$ cat src/rtl/ff_pkg.sv
// Shared helpers for the pipelined find-first-set engine.
// Integer math used to size the radix tree and its pipeline.
package ff_pkg;

    function automatic int pow(input int base, input int exp);
        int r;
        r = 1;
        for (int i = 0; i < exp; i++) begin
            r = r * base;
        end
        return r;
    endfunction

    function automatic int clog(input int val, input int base);
        int e;
        int p;
        e = 0;
        p = 1;
        while (p < val) begin
            p = p * base;
            e++;
        end
        return e;
    endfunction

    // Node count at a tree level; level 0 is the leaf bits.
    function automatic int num_blks(input int w, input int level, input int bw);
        return w / pow(bw, level);
    endfunction

    function automatic int n_stage(input int vw, input int bw, input int lps);
        return (clog(vw, bw) + lps - 1) / lps;
    endfunction

endpackage

$ cat src/rtl/ff_block.sv
// One radix node: OR of child valids, index of the lowest valid child.
// Indices are carried at full width with the selector placed at SHIFT.
module ff_block #(
    parameter int BW    = 4,
    parameter int IW    = 7,
    parameter int SHIFT = 0
) (
    input  logic [BW-1:0]    i_valid,
    input  logic [BW*IW-1:0] i_ind,
    output logic             o_valid,
    output logic [IW-1:0]    o_ind
);

    always_comb begin
        o_valid = |i_valid;
        o_ind   = '0;
        for (int i = BW - 1; i >= 0; i--) begin
            if (i_valid[i]) begin
                o_ind = i_ind[i*IW +: IW] | (IW'(i) << SHIFT);
            end
        end
    end

endmodule

$ cat src/rtl/ff_set_stage.sv
// A group of tree levels followed by one stall-able pipeline register.
// Start and tag ride along so the final add sees matching operands.
module ff_set_stage
    import ff_pkg::*;
#(
    parameter int VECT_WIDTH     = 128,
    parameter int VECT_IND_WIDTH = 7,
    parameter int BLOCK_WIDTH    = 4,
    parameter int TAG_WIDTH      = 8,
    parameter int LEVEL_LO       = 0,
    parameter int NUM_LEVELS     = 1,
    localparam int IW   = VECT_IND_WIDTH,
    localparam int LOGB = clog(BLOCK_WIDTH, 2),
    localparam int NI   = num_blks(VECT_WIDTH, LEVEL_LO, BLOCK_WIDTH),
    localparam int NO   = num_blks(VECT_WIDTH, LEVEL_LO + NUM_LEVELS,
                                   BLOCK_WIDTH)
) (
    input  logic                 clk,
    input  logic                 rst,
    input  logic                 i_en,
    input  logic                 i_valid,
    input  logic [NI-1:0]        i_nvalid,
    input  logic [NI*IW-1:0]     i_nind,
    input  logic [IW-1:0]        i_start,
    input  logic [TAG_WIDTH-1:0] i_tag,
    output logic                 o_valid,
    output logic [NO-1:0]        o_nvalid,
    output logic [NO*IW-1:0]     o_nind,
    output logic [IW-1:0]        o_start,
    output logic [TAG_WIDTH-1:0] o_tag
);

    logic [NO-1:0]        w_nv;
    logic [NO*IW-1:0]     w_ni;

    logic                 r_valid;
    logic [NO-1:0]        r_nv;
    logic [NO*IW-1:0]     r_ni;
    logic [IW-1:0]        r_start;
    logic [TAG_WIDTH-1:0] r_tag;

    for (genvar l = 0; l < NUM_LEVELS; l++) begin : g_lvl
        localparam int LI = num_blks(VECT_WIDTH, LEVEL_LO + l, BLOCK_WIDTH);
        localparam int LO = LI / BLOCK_WIDTH;

        logic [LI-1:0]    w_vi;
        logic [LI*IW-1:0] w_ii;
        logic [LO-1:0]    w_vo;
        logic [LO*IW-1:0] w_io;

        if (l == 0) begin : g_first
            assign w_vi = i_nvalid;
            assign w_ii = i_nind;
        end else begin : g_chain
            assign w_vi = g_lvl[l-1].w_vo;
            assign w_ii = g_lvl[l-1].w_io;
        end

        for (genvar n = 0; n < LO; n++) begin : g_node
            ff_block #(
                .BW    (BLOCK_WIDTH),
                .IW    (IW),
                .SHIFT ((LEVEL_LO + l) * LOGB)
            ) u_blk (
                .i_valid (w_vi[n*BLOCK_WIDTH +: BLOCK_WIDTH]),
                .i_ind   (w_ii[n*BLOCK_WIDTH*IW +: BLOCK_WIDTH*IW]),
                .o_valid (w_vo[n]),
                .o_ind   (w_io[n*IW +: IW])
            );
        end
    end

    assign w_nv = g_lvl[NUM_LEVELS-1].w_vo;
    assign w_ni = g_lvl[NUM_LEVELS-1].w_io;

    always_ff @(posedge clk or posedge rst) begin
        if (rst) begin
            r_valid <= 1'b0;
            r_nv    <= '0;
            r_ni    <= '0;
            r_start <= '0;
            r_tag   <= '0;
        end else if (i_en) begin
            r_valid <= i_valid;
            r_nv    <= w_nv;
            r_ni    <= w_ni;
            r_start <= i_start;
            r_tag   <= i_tag;
        end
    end

    assign o_valid  = r_valid;
    assign o_nvalid = r_nv;
    assign o_nind   = r_ni;
    assign o_start  = r_start;
    assign o_tag    = r_tag;

endmodule

$ cat src/rtl/ff_set_pipe.sv
// Pipelined windowed find-first-set: rotate by start, reduce, add back.
// A single global enable stalls every stage when the output is blocked.
module ff_set_pipe
    import ff_pkg::*;
#(
    parameter int VECT_WIDTH       = 128,
    parameter int VECT_IND_WIDTH   = 7,
    parameter int BLOCK_WIDTH      = 4,
    parameter int LEVELS_PER_STAGE = 1,
    parameter int TAG_WIDTH        = 8
) (
    input  logic                      clk,
    input  logic                      rst,
    input  logic                      in_valid,
    output logic                      in_ready,
    input  logic [VECT_WIDTH-1:0]     in_vect,
    input  logic [VECT_IND_WIDTH-1:0] in_start,
    input  logic                      in_wrap,
    input  logic [TAG_WIDTH-1:0]      in_tag,
    output logic                      out_valid,
    input  logic                      out_ready,
    output logic                      out_found,
    output logic [VECT_IND_WIDTH-1:0] out_ind,
    output logic [TAG_WIDTH-1:0]      out_tag
);

    localparam int IW          = VECT_IND_WIDTH;
    localparam int BLOCK_DEPTH = clog(VECT_WIDTH, BLOCK_WIDTH);
    localparam int NSTAGE      = n_stage(VECT_WIDTH, BLOCK_WIDTH,
                                         LEVELS_PER_STAGE);

    logic                  w_en;
    logic [IW:0]           w_shl;
    logic [VECT_WIDTH-1:0] w_rot;
    logic [VECT_WIDTH-1:0] w_mask;
    logic [VECT_WIDTH-1:0] w_vec0;

    logic                  r_valid0;
    logic [VECT_WIDTH-1:0] r_vec0;
    logic [IW-1:0]         r_start0;
    logic [TAG_WIDTH-1:0]  r_tag0;

    logic                  w_root_vld;
    logic                  w_root_v;
    logic [IW-1:0]         w_root_ind;
    logic [IW-1:0]         w_root_start;
    logic [TAG_WIDTH-1:0]  w_root_tag;

    assign w_en     = !out_valid || out_ready;
    assign in_ready = w_en;

    // Bit in_start lands at position 0; the left shift supplies the wrap.
    assign w_shl  = (IW+1)'(VECT_WIDTH) - {1'b0, in_start};
    assign w_rot  = (in_vect >> in_start) | (in_vect << w_shl);
    assign w_mask = {VECT_WIDTH{1'b1}} >> in_start;
    assign w_vec0 = in_wrap ? w_rot : (w_rot & w_mask);

    always_ff @(posedge clk or posedge rst) begin
        if (rst) begin
            r_valid0 <= 1'b0;
            r_vec0   <= '0;
            r_start0 <= '0;
            r_tag0   <= '0;
        end else if (w_en) begin
            r_valid0 <= in_valid;
            r_vec0   <= w_vec0;
            r_start0 <= in_start;
            r_tag0   <= in_tag;
        end
    end

    for (genvar s = 0; s < NSTAGE; s++) begin : g_stg
        localparam int LO = s * LEVELS_PER_STAGE;
        localparam int NL = (BLOCK_DEPTH - LO < LEVELS_PER_STAGE) ?
                            (BLOCK_DEPTH - LO) : LEVELS_PER_STAGE;
        localparam int NI = num_blks(VECT_WIDTH, LO, BLOCK_WIDTH);
        localparam int NO = num_blks(VECT_WIDTH, LO + NL, BLOCK_WIDTH);

        logic                 w_vi;
        logic [NI-1:0]        w_nvi;
        logic [NI*IW-1:0]     w_nii;
        logic [IW-1:0]        w_si;
        logic [TAG_WIDTH-1:0] w_ti;
        logic                 w_vo;
        logic [NO-1:0]        w_nvo;
        logic [NO*IW-1:0]     w_nio;
        logic [IW-1:0]        w_so;
        logic [TAG_WIDTH-1:0] w_to;

        if (s == 0) begin : g_head
            assign w_vi  = r_valid0;
            assign w_nvi = r_vec0;
            assign w_nii = '0;
            assign w_si  = r_start0;
            assign w_ti  = r_tag0;
        end else begin : g_chain
            assign w_vi  = g_stg[s-1].w_vo;
            assign w_nvi = g_stg[s-1].w_nvo;
            assign w_nii = g_stg[s-1].w_nio;
            assign w_si  = g_stg[s-1].w_so;
            assign w_ti  = g_stg[s-1].w_to;
        end

        ff_set_stage #(
            .VECT_WIDTH     (VECT_WIDTH),
            .VECT_IND_WIDTH (VECT_IND_WIDTH),
            .BLOCK_WIDTH    (BLOCK_WIDTH),
            .TAG_WIDTH      (TAG_WIDTH),
            .LEVEL_LO       (LO),
            .NUM_LEVELS     (NL)
        ) u_stage (
            .clk      (clk),
            .rst      (rst),
            .i_en     (w_en),
            .i_valid  (w_vi),
            .i_nvalid (w_nvi),
            .i_nind   (w_nii),
            .i_start  (w_si),
            .i_tag    (w_ti),
            .o_valid  (w_vo),
            .o_nvalid (w_nvo),
            .o_nind   (w_nio),
            .o_start  (w_so),
            .o_tag    (w_to)
        );
    end

    assign w_root_vld   = g_stg[NSTAGE-1].w_vo;
    assign w_root_v     = g_stg[NSTAGE-1].w_nvo[0];
    assign w_root_ind   = g_stg[NSTAGE-1].w_nio;
    assign w_root_start = g_stg[NSTAGE-1].w_so;
    assign w_root_tag   = g_stg[NSTAGE-1].w_to;

    assign out_valid = w_root_vld;
    assign out_found = w_root_vld && w_root_v;
    assign out_ind   = out_found ? (w_root_ind + w_root_start) : '0;
    assign out_tag   = w_root_tag;

endmodule

$ cat config.mk
export PLATFORM = sky130hd
export DESIGN_NAME = ff_set_pipe
export DESIGN_NICKNAME = d
export VERILOG_FILES = /design/src/rtl/ff_pkg.sv /design/src/rtl/ff_block.sv /design/src/rtl/ff_set_stage.sv /design/src/rtl/ff_set_pipe.sv
export SDC_FILE = /design/constraint.sdc
export NUM_CORES = 1
export LEC_CHECK = 0
export ABC_CLOCK_PERIOD_IN_PS = 1850
export BUFFER_PORTS_ARGS = -buffer_cell sky130_fd_sc_hd__buf_2
export CELL_PAD_IN_SITES_DETAIL_PLACEMENT = 1
export CELL_PAD_IN_SITES_GLOBAL_PLACEMENT = 1
export CORE_ASPECT_RATIO = 1.4
export CORE_MARGIN = 2
export CORE_UTILIZATION = 28
export DETAILED_ROUTE_END_ITERATION = 8
export PLACE_DENSITY_LB_ADDON = 0.08
export SLEW_MARGIN = 0
export SYNTH_ARGS = -nofsm -noshare
export SYNTH_HDL_FRONTEND = slang
export SYNTH_SLANG_ARGS = --single-unit
$ cat constraint.sdc
create_clock -name clk -period 1.85 [get_ports clk]
set_input_delay 0.37 -clock clk [delete_from_list [all_inputs] [get_ports clk]]
set_output_delay 0.37 -clock clk [all_outputs]
set_load 0.005 [all_outputs]
# Yosys cells after proc, flatten, opt, wreduce, memory -nomap -nowiden
# Cells that the tools add are included.
op_classes:
  addsub: 1
  muxes: 1
  n_reduce_logical: 3
ops:
  columns: ["operator", "n"]
  rows:
  - ["adder 2 x 7 -> 7 bit", 1]
  - ["two-way mux 7 bit", 1]
  - ["logical AND 1 bit", 1]
  - ["logical NOT 1 bit", 1]
  - ["logical OR 1 bit", 1]
word_totals:
  ff_bits: 83
  output_inout_bits: 18
  inputBits: 148
  wordCells: 22

# Depth between registers and ports, before layout
depth:
  depth_word: 2
  ltp_mapped: 4
  depth_no_buf: 2

# Hierarchy
# From an unflattened synthesis, not the netlist that was laid out.
unflattened:
  hier_cells: 5272
  area_unflattened_um2: 52074.9
by_module_without_submodules:
  columns: ["mod", "cells_each", "n_inst", "seq_area_each_um2", "area_per_inst_um2"]
  rows:
  - ["ff_set_pipe", 3144, 1, 3603.5, 28443.5]
  - ["ff_set_stage (g_stg[0].u_stage)", 575, 1, 6806.5, 10407.5]
  - ["ff_block (g_stg[0].u_stage.g_lvl[0].g_node[0].u_blk ...)", 31, 32, 0.0, 187.7]
  - ["ff_set_stage (g_stg[1].u_stage)", 170, 1, 2001.9, 3378.2]
  - ["ff_block (g_stg[1].u_stage.g_lvl[0].g_node[0].u_blk ...)", 28, 8, 0.0, 176.4]
  - ["ff_set_stage (g_stg[2].u_stage)", 69, 1, 800.8, 1348.8]
  - ["ff_set_stage (g_stg[3].u_stage)", 40, 1, 400.4, 686.9]
  - ["ff_block (g_stg[2].u_stage.g_lvl[0].g_node[0].u_blk ...)", 29, 2, 0.0, 196.4]

# Worst setup path before layout
# OpenSTA, ideal clock, no wires.
synth_path:
  path_type: "input port to flip-flop"
  from: "in out_ready"
  to: "reg g_stg[0].u_stage.r_tag[4]"
  n_path_buf: 2
  t_required_ns: 1.725
  path_stages: 4
  arrival_time_ns: 1.064
  setup_slack_ns: 0.661
  setup_ns: 0.125
  cell_sequence: "nand2b_4 > buf_12 > buf_12 > mux2_4"
synth_between:
  elab_chain_cells: 1
synth_rtl:
  columns: ["element", "line_no", "text"]
  rows:
  - ["start, declared", "ff_set_pipe.sv:21", "input logic out_ready,"]
  - ["logical OR 1 bit", "ff_set_pipe.sv:49", "assign w_en = !out_valid || out_ready;"]
  - ["end signal, assigned", "ff_set_stage.sv:88", "r_tag <= i_tag;"]
  - ["end, declared", "ff_set_stage.sv:40", "logic [TAG_WIDTH-1:0] r_tag;"]
# Every way passes these cells.
# A chain may end at the register's enable or synchronous reset.

# Worst setup path after layout
layout_path:
  from: "reg g_stg[3].u_stage.r_valid"
  to: "out in_ready"
layout_between:
  elab_chain_cells: 2
layout_rtl:
  columns: ["element", "line_no", "text"]
  rows:
  - ["start, declared", "ff_set_stage.sv:36", "logic r_valid;"]
  - ["start signal, assigned", "ff_set_stage.sv:84", "r_valid <= i_valid;"]
  - ["logical NOT 1 bit", "ff_set_pipe.sv:49", null]
  - ["logical OR 1 bit", "ff_set_pipe.sv:49", null]
  - ["end, declared", "ff_set_pipe.sv:15", "output logic in_ready,"]
# Every way passes these cells.

==> flow_summary.json <==
{
  "io_buffer_count": 21,
  "p_seq_frac": 0.465,
  "cts_buffers": 5,
  "synth.top_cells.by_area": "dfrtp_1 (58%), mux2_4 (29%), buf_12 (5.1%)",
  "die_width_um": 74.6,
  "ir_drop_uv": 464,
  "synth_commonest_cells": "dfrtp_1 (45), mux2_4 (38), buf_4 (8)",
  "swShare": 0.251,
  "grtUsageTotal": 0.0871,
  "grt_antenna_before_repair": 0,
  "avgRoutedWirePerCell_um": 12.4,
  "fin_nets": 280,
  "grt_overflow_total": 0,
  "yosysMostFrequentCell": "dfrtp_1",
  "slowest_stage": "dfrtp_1",
  "htreeDepth": 2,
  "finalCritPeriodShare": 0.815,
  "cellPowerDensity_nw_per_um2": 1620,
  "pin_count": 166,
  "syn2layout_area_growth_pct": 14.0,
  "synth.avg_cell_area_um2": 18.4,
  "dpl.hpwl_mm": 1.91,
  "syn_area_um2": 1950,
  "ys_types": 9,
  "p_clk_frac": 0.209,
  "core_area_um2": 6850,
  "finalCriticalPeriod_ns": 1.51,
  "status": "finished, final reports clean",
  "antenna_cells": 0,
  "path_clk_slew_ns": 0.08,
  "synth_cells": 106,
  "yosysTopAreaCellShare": 0.577,
  "p_switching_w": 0.000908,
  "drt-initial-drc-count": 17,
  "die_area_um2": 7660,
  "cts_sinks": 45,
  "path_class": "reg2out",
  "rsz0062_at_grt": "no",
  "comb_power_share": 0.326,
  "hold_path_class": "in2async",
  "finalSetupTns_ns": 0,
  "synth_top_cell_by_area": "dfrtp_1",
  "hold_viol": 0,
  "die_y_um": 103,
  "drv_slew": 0,
  "cts_resized": 0,
  "nFillCells": 738,
  "ys_ff_latch": 45,
  "dpl_cell_area_um2": 2110,
  "cp.required_ns": 1.48,
  "worst_setup_path_end_kind": "output pin",
  "start_util": 0.285,
  "fmax_mhz": 663,
  "grt_pass1_wl_mm": 4.88,
  "p_int_w": 0.00270,
  "insertion_delay_ns": 0.29,
  "firstDrtPassIters": 2,
  "synth-seq-area-share": 0.577,
  "synth-edff-count": 0,
  "crit_arrival_ns": 1.14,
  "cp_cell_sequence": "nand2b_4 > buf_2",
  "ys.flop_type": "dfrtp_1",
  "max-cap-violations": 0,
  "via_per_inst": 3.78,
  "rows": 36,
  "finalClockSkew_ns": 0.00498,
  "postCtsSetupBuffers": 0,
  "postLayoutCellArea_um2": 2230,
  "grt_pass1_vias": 973,
  "leakagePower_nw": 1.09,
  "cts_tree": "built",
  "clockRootBuffer": "clkbuf_8",
  "yosysWarnings": 4,
  "clk_path_buf_depth": 2,
  "setup_viol": 0,
  "worstPathMaxFanout": 14,
  "postRouteAntennaNets": 0,
  "wl_mm": 2.82,
  "hold_buffers": 0,
  "startpoint_type": "flop",
  "vias": 862,
  "route.detailed.drc": 0,
  "grt_max_degree": 26,
  "gp_congestion": 0.641,
  "final_layout_size_suffix_gt1_frac": 0.586,
  "cpPeakStageDelay_ns": 0.42,
  "async_reset_ff_frac": 1.00
}
==> cell usage in the layout, fill, tap and decap left out, drive strengths merged <==
cell type,netlist,routed
inv,1,1
bufinv,0,1
mux2,44,44
nand2b,2,2
conb,1,8
clkbuf,0,7
buf,13,25
dfrtp,45,45
==> power groups by stage <==
| stage | sequential, W | combinational (W) | clock, W |
|---|---|---|---|
| finish | 0.00168 | 0.00118 | 0.000754 |
| detailed placement | 0.00170 | 0.00119 | 0 |
| floorplan | 0.00164 | 0.00105 | 0 |
| global placement | 0.00168 | 0.00117 | 0 |
| CTS | 0.00169 | 0.00120 | 0.000792 |
| global route | 0.00175 | 0.00128 | 0.000833 |
==> worst max-delay path, delay by kind of cell (launching register included) <==
kind	cells	cell delay, ns
DFF	1	0.42
and+or+nand+nor	1	0.25
buffers and inverters	1	0.17
==> final timing paths <==
path	to	cells after the start	slack, ns	start
worst min-delay path	g_stg[1].u_stage.o_tag[6]	2	0.08	rst
worst max-delay path	in_ready	2	0.34	g_stg[3].u_stage.o_valid
worst min register to register	g_stg[3].u_stage.o_valid	1	0.50	g_stg[2].u_stage.o_valid
min in group clk	g_stg[0].w_ti[1]	2	0.30	in_tag[1]
worst max register to register	g_stg[0].w_ti[6]	3	0.48	g_stg[3].u_stage.o_valid
max in group asynchronous	g_stg[0].w_ti[4]	3	1.28	rst
==> metrics by stage <==
step | util | worst slack (ns) | hold WS [ns] | total power, W | instances
3_5_place_dp | 0.308 | 0.396 | 0.414 | 0.00289 | 220
2_1_floorplan | - | 0.421 | 0.435 | 0.00269 | 113
3_3_place_gp | 0.308 | 0.413 | 0.408 | 0.00284 | 220
4_1_cts | 0.325 | 0.302 | 0.0895 | 0.00369 | 228
5_1_grt | 0.325 | 0.268 | 0.0993 | 0.00385 | 228
6_report | 0.325 | 0.342 | 0.0809 | 0.00361 | 228
==> cells by family (layout without fill, tap and decap cells) <==
logic type / Yosys count / after routing / synth area share
muxes: 44 / 44 / 0.327
and+or+nand+nor: 2 / 2 / 0.0103
buffers and inverters: 14 / 34 / 0.0840
DFF: 45 / 45 / 0.577
other: 1 / 8 / 0.00192
==> state kept, by name, summed over array words and instances, names as in the netlist <==
signal	flops
g_stg.u_stage.o_tag	32
g_stg.u_stage.o_valid	4
g_stg.w_ti	8
g_stg.w_vi	1
==> per-layer routing <==
| metal | vias to the layer above | global-route usage | wire (µm) | part of all wire |
|---|---|---|---|---|
| met2 | 25 | 0.127 | 1310 | 0.46 |
| li1 | 390 | - | - | - |
| met1 | 441 | 0.109 | 1260 | 0.45 |
| met4 | 0 | 0.0495 | 69 | 0.024 |
| met3 | 6 | 0.0342 | 181 | 0.064 |
| met5 | - | 0 | 0 | 0 |
==> cell type report <==
type / instances / area (µm²) / area share
Timing Repair Buffer: 25 / 173 / 0.0776
Multi-Input combinational cell: 54 / 688 / 0.309
Sequential cell: 45 / 1130 / 0.506
Tap cell: 95 / 119 / 0.0534
Inverter: 1 / 3.75 / 0.00169
Clock buffer: 7 / 86.3 / 0.0388
Clock inverter: 1 / 30.0 / 0.0135
Note: power is estimated with default switching activity, not from simulation.
